$ cat src/rtl/irq_pkg.sv
// ---------------------------------------------------------------------------
// irq_pkg
// Shared constants, FSM state type and small helper functions for the
// interrupt pending latch.
//   NUM_SRC      : number of request lines handled by the latch
//   CODE_W       : width of the encoded source index
//   irqState_e   : two-state issue FSM (IDLE, ISSUE)
//   lowestIndex  : index of the lowest set bit (bit 0 has highest priority)
//   codeToOnehot : expands a source index into a one-hot vector
// ---------------------------------------------------------------------------
package irq_pkg;

  localparam int NUM_SRC = 8;
  localparam int CODE_W  = 3;

  typedef enum logic {
    IDLE  = 1'b0,
    ISSUE = 1'b1
  } irqState_e;

  // Walk from the lowest-priority end downwards so that the last hit,
  // which is the lowest set index, is the one that survives.
  function automatic logic [CODE_W-1:0] lowestIndex(input logic [NUM_SRC-1:0] vec);
    logic [CODE_W-1:0] idx;
    idx = '0;
    for (int i = NUM_SRC - 1; i >= 0; i--) begin
      if (vec[i]) begin
        idx = CODE_W'(i);
      end
    end
    return idx;
  endfunction

  // Expands an encoded index into a one-hot vector.
  function automatic logic [NUM_SRC-1:0] codeToOnehot(input logic [CODE_W-1:0] code);
    logic [NUM_SRC-1:0] vec;
    vec       = '0;
    vec[code] = 1'b1;
    return vec;
  endfunction

endpackage

$ cat src/rtl/irq_edge_detect.sv
// ---------------------------------------------------------------------------
// irq_edge_detect
// Rising-edge detection on the request lines plus the pending and overflow
// status bookkeeping.
//   clk        : rising-edge clock
//   rst_n      : synchronous active-low reset
//   clear_i    : synchronous flush of pending and overflow
//   req_i      : level request lines
//   ackClr_i   : one-hot of the source being acknowledged this cycle
//   pending_o  : sources that have seen an edge and are not yet acknowledged
//   overflow_o : sticky flag, an edge arrived while the source was pending
// ---------------------------------------------------------------------------
module irq_edge_detect
  import irq_pkg::*;
(
  input  logic               clk,
  input  logic               rst_n,
  input  logic               clear_i,
  input  logic [NUM_SRC-1:0] req_i,
  input  logic [NUM_SRC-1:0] ackClr_i,
  output logic [NUM_SRC-1:0] pending_o,
  output logic [NUM_SRC-1:0] overflow_o
);

  logic [NUM_SRC-1:0] req_q;
  logic [NUM_SRC-1:0] pending_q;
  logic [NUM_SRC-1:0] pending_d;
  logic [NUM_SRC-1:0] overflow_q;
  logic [NUM_SRC-1:0] overflow_d;
  logic [NUM_SRC-1:0] reqEdge;

  // Next-state for the status registers. A new edge is ORed in after the
  // acknowledge has been removed, so an edge landing on the very cycle its
  // source is acknowledged leaves the bit pending. Overflow only records an
  // edge on a bit that stays pending, which is why the acknowledged bit is
  // excluded. Clear overrides everything.
  always_comb begin
    reqEdge    = req_i & ~req_q;
    pending_d  = (pending_q & ~ackClr_i) | reqEdge;
    overflow_d = overflow_q | (reqEdge & pending_q & ~ackClr_i);
    if (clear_i) begin
      pending_d  = '0;
      overflow_d = '0;
    end
  end

  // Status and previous-sample registers. The previous sample keeps tracking
  // the request lines through a clear so a level held across the clear is not
  // mistaken for a fresh edge. Resetting it to zero makes any line already
  // high at reset release count as an edge on the first active cycle.
  always_ff @(posedge clk) begin
    if (!rst_n) begin
      req_q      <= '0;
      pending_q  <= '0;
      overflow_q <= '0;
    end else begin
      req_q      <= req_i;
      pending_q  <= pending_d;
      overflow_q <= overflow_d;
    end
  end

  assign pending_o  = pending_q;
  assign overflow_o = overflow_q;

endmodule

$ cat src/rtl/irq_pending_latch.sv
// ---------------------------------------------------------------------------
// irq_pending_latch
// Latches request edges as pending interrupts and presents them one at a
// time, lowest index first, to a downstream consumer.
//   clk        : rising-edge clock
//   rst_n      : synchronous active-low reset
//   enable     : permits a new issue from IDLE
//   clear      : synchronous flush of pending, overflow and the FSM
//   req        : level request lines, bit 0 highest priority
//   mask_we    : mask register write strobe
//   mask_wdata : new mask value, 1 = source masked
//   irq_ack    : consumer accepts the presented code
//   irq_valid  : a code is presented
//   irq_code   : index of the presented source
//   irq_onehot : one-hot of irq_code, all-zero while irq_valid is low
//   pending    : pending status register
//   overflow   : sticky overflow status register
// ---------------------------------------------------------------------------
module irq_pending_latch
  import irq_pkg::*;
(
  input  logic               clk,
  input  logic               rst_n,
  input  logic               enable,
  input  logic               clear,
  input  logic [NUM_SRC-1:0] req,
  input  logic               mask_we,
  input  logic [NUM_SRC-1:0] mask_wdata,
  input  logic               irq_ack,
  output logic               irq_valid,
  output logic [CODE_W-1:0]  irq_code,
  output logic [NUM_SRC-1:0] irq_onehot,
  output logic [NUM_SRC-1:0] pending,
  output logic [NUM_SRC-1:0] overflow
);

  irqState_e          state_q;
  irqState_e          state_d;
  logic [CODE_W-1:0]  code_q;
  logic [CODE_W-1:0]  code_d;
  logic [NUM_SRC-1:0] mask_q;
  logic [NUM_SRC-1:0] eligible;
  logic [NUM_SRC-1:0] ackClr;

  irq_edge_detect u_edge (
    .clk        (clk),
    .rst_n      (rst_n),
    .clear_i    (clear),
    .req_i      (req),
    .ackClr_i   (ackClr),
    .pending_o  (pending),
    .overflow_o (overflow)
  );

  // Mask register. Selection reads the registered value, so a write only
  // influences arbitration from the cycle after the strobe. Clear does not
  // touch it; every source starts masked out of reset.
  always_ff @(posedge clk) begin
    if (!rst_n) begin
      mask_q <= '1;
    end else if (mask_we) begin
      mask_q <= mask_wdata;
    end
  end

  // FSM state and the latched code. The code is only reloaded on the
  // IDLE->ISSUE transition, which keeps it frozen for the whole issue.
  always_ff @(posedge clk) begin
    if (!rst_n) begin
      state_q <= IDLE;
      code_q  <= '0;
    end else begin
      state_q <= state_d;
      code_q  <= code_d;
    end
  end

  // Next-state logic. From IDLE the lowest unmasked pending source is picked
  // when enabled. In ISSUE the acknowledge returns to IDLE and removes the
  // presented source from pending; going through IDLE guarantees one idle
  // cycle between consecutive issues. Clear forces IDLE from either state.
  always_comb begin
    state_d  = state_q;
    code_d   = code_q;
    ackClr   = '0;
    eligible = pending & ~mask_q;
    if (clear) begin
      state_d = IDLE;
    end else begin
      case (state_q)
        IDLE: begin
          if (enable && (|eligible)) begin
            state_d = ISSUE;
            code_d  = lowestIndex(eligible);
          end
        end
        ISSUE: begin
          if (irq_ack) begin
            state_d = IDLE;
            ackClr  = codeToOnehot(code_q);
          end
        end
        default: begin
          state_d = IDLE;
        end
      endcase
    end
  end

  // Outputs are decoded purely from registered state, so the presented code
  // and its one-hot form cannot glitch with the request or mask inputs.
  always_comb begin
    irq_valid  = (state_q == ISSUE);
    irq_code   = code_q;
    irq_onehot = '0;
    if (state_q == ISSUE) begin
      irq_onehot = codeToOnehot(code_q);
    end
  end

endmodule

$ cat config.mk
export PLATFORM = sky130hd
export DESIGN_NAME = irq_pending_latch
export DESIGN_NICKNAME = d
export VERILOG_FILES = /design/src/rtl/irq_pkg.sv /design/src/rtl/irq_edge_detect.sv /design/src/rtl/irq_pending_latch.sv
export SDC_FILE = /design/constraint.sdc
export NUM_CORES = 1
export LEC_CHECK = 0
export ABC_AREA = 1
export CORE_MARGIN = 4
export CORE_UTILIZATION = 44
export CTS_CLUSTER_SIZE = 28
export DETAILED_ROUTE_END_ITERATION = 16
export HOLD_SLACK_MARGIN = 0.1
export PLACE_DENSITY = 0.78
export REMOVE_ABC_BUFFERS = 1
export SLEW_MARGIN = 40
export SYNTH_ARGS = -nofsm -noshare
export SYNTH_HDL_FRONTEND = slang
export SYNTH_SLANG_ARGS = --single-unit
$ cat constraint.sdc
create_clock -name clk -period 1.2 [get_ports clk]
set_input_delay 0.12 -clock clk [delete_from_list [all_inputs] [get_ports clk]]
set_output_delay 0.12 -clock clk [all_outputs]
set_load 0.005 [all_outputs]
==> summary.txt <==
Worst Hold Class: in -> reg
share of post-route cells with drive strength above 1: 0.416
CP Capture Type: primary output
CTS Hold Buffers Added: 0
H-tree depth: 2
crit path kind: reg -> out
cts bufs inserted: 5
Max Slew Vio Count: 0
Die X: 65.9 um
placed insts: 323
Post-DRT Antenna Nets: 0
RSZ-0062 raised after global routing: true
synth warn: 0
worst flop-to-flop path endpoint: u_edge.overflow_o[1]
P&R area growth vs syn: 76.6%
failing checks: setup timing
most frequent cells in the layout: nand2_1, inv_1, buf_4
clk slew on worst S/H paths: 0.11 ns
RD Place Congestion: 0.795
Nets: 326
hold_sp: req[5]
TritonRoute pass-1 iters: 4
port bufs: 49
worst rel slew slack: 0.794
Diodes inserted: 0
Final min period: 1.38 ns
Netlist Area Pre-Place: 1470 sq um
met3 usage: 0.0612
routed vias: 1697
Fillers: 179
Final Skew: 0.00575 ns
clock latency on the worst-skew pair: 0.36 ns
Post-Layout Cell Count: 349
Lkg Pwr: 1.34 nW
Yosys cell types: 18
synthesized flop and latch total: 36
Post-Route WL: 5.15 mm
first-pass GRT wire length: 6.85 mm
CP Launch Type: flop
Critical Path AT: 1.26 ns
drt drc: 0
DR vias/cell: 4.86
status: finished, violations left
initial antenna violation count: 0
post-DR wirelength/cell: 14.7 um
setup_tns: -1.30 ns
GRT Total Usage: 0.211
pin count of the biggest net entering global routing: 17
number of global-route vias before repair: 1525
mean post-synth cell area: 6.91 sq um
Max Cap Viol: 0
hold path endpoint: u_edge.req_q[5]
Die ar.: 4340 sq um
Worst VDD drop: 0.623 mV
maximum fanout along the worst path: 4
Reg2Reg Depth: 8
core box area: 3130 sq um
Iter 0 DRT Violations: 99
final setup vio count: 13
hold path depth: 3
register area share after synthesis: 0.489
DIE HEIGHT: 65.9 um
Max Fclk: 725 MHz
M2 GR Usage: 0.354
grt ovf: 0
Sink Count: 36
PnR worst setup slack: -0.180 ns
Root Buffer: clkbuf_4
number of standard cells after synthesis: 213
CTS tree: built
origin of the critical flop-to-flop path: irq_valid
worst path required time: 1.08 ns
worst reg-to-reg setup slack: -0.04 ns
Final Hold Viols: 0
Worst-Margin Slew: 0.306 ns
most common cell after layout, fill and taps aside: nand2_1
Starting Density: 0.471
row cnt: 20
met1 Usage GRT: 0.242
Clock Tree Buf Depth: 2
GR peak layer: met2
fin crit share: 1.15
pwr dens: 985 nW/um^2
hpwl dp: 2.79 mm
I/O pins: 50
==> per-layer routing <==
| metal | routed length (um) | vias up |
|---|---|---|
| met1 | 2050 | 772 |
| li1 | - | 829 |
| met3 | 427 | 24 |
| met5 | 0 | - |
| met4 | 219 | 0 |
| met2 | 2450 | 72 |
==> worst max path at each step <==
stage	depth (start not counted)	end	start	slack (ns)
floorplan	7	u_edge.overflow_o[2]	irq_valid	0.1
global placement	5	irq_onehot[2]	irq_code[1]	-0.16
detailed placement	5	irq_onehot[5]	irq_code[2]	-0.18
CTS	6	irq_onehot[0]	irq_valid	-0.14
global route	6	irq_onehot[6]	irq_valid	-0.25
finish	6	irq_onehot[6]	irq_valid	-0.18
==> flip-flops by register name, summed over array words and instances (netlist names) <==
| name | flops |
|---|---|
| irq_code | 3 |
| u_edge.req_q | 8 |
| mask_q | 8 |
| u_edge.overflow_o | 8 |
| irq_valid | 1 |
| u_edge.pending_o | 8 |
==> report_power, final <==
part | switching (mW) | total [mW] | internal, mW
Clock | 0.412 | 0.848 | 0.436
Sequential | 0.0368 | 1.28 | 1.25
Combinational | 0.213 | 0.432 | 0.219
Total | 0.662 | 2.56 | 1.90
==> metrics by stage <==
stage / cell area, sq um / util / setup slack [ns] / hold slack (ns) / total power [mW]
2_1_floorplan: 1460 / - / 0.0981 / 0.213 / 1.42
3_3_place_gp: 2150 / 0.688 / -0.155 / 0.437 / 1.62
3_5_place_dp: 2150 / 0.688 / -0.185 / 0.436 / 1.63
4_1_cts: 2410 / 0.770 / -0.142 / 0.303 / 2.49
5_1_grt: 2600 / 0.832 / -0.253 / 0.267 / 2.68
6_report: 2600 / 0.832 / -0.180 / 0.303 / 2.56
==> final cells by class <==
type	count	area, sq um	area share
Timing Repair Buffer	87	749	0.288
Tap cell	44	55.1	0.0212
Inverter	43	164	0.0630
Clock inverter	2	35.0	0.0135
Multi-Input combinational cell	131	797	0.306
Sequential cell	36	759	0.292
Clock buffer	6	41.3	0.0159
==> synth_stat cells, drive strengths merged <==
library cell  count  area [sq um]
buf               2          12.5
nor3b             1          12.5
clkinv            1          3.75
dfxtp            36           721
o21ai             9          45.0
nand4             4          25.0
a21oi            23           115
clkbuf            1          3.75
nand2            61           231
nor2             31           129
nand3             1          10.0
inv              42           158
nor4              1          6.26
==> worst max-delay path: stages, from the launching register on <==
cell	delay, ns
dfxtp_2	0.35
buf_6	0.10
inv_2	0.04
nor2_4	0.10
inv_4	0.07
nor2_4	0.11
buf_2	0.13
==> kinds of logic after synthesis <==
group | after synthesis | share of synthesized area
buffers and inverters | 46 | 0.121
and+or+nand+nor | 99 | 0.281
DFF | 36 | 0.489
AOI/OAI and AO/OA | 32 | 0.109
==> timing repair <==
item,in CTS,in global routing
pin swaps,20,21
endpoints found under the setup margin,29,24
gates resized for setup,111,56
setup buffers,18,5
No activity file was read; power rests on OpenSTA's default activity.
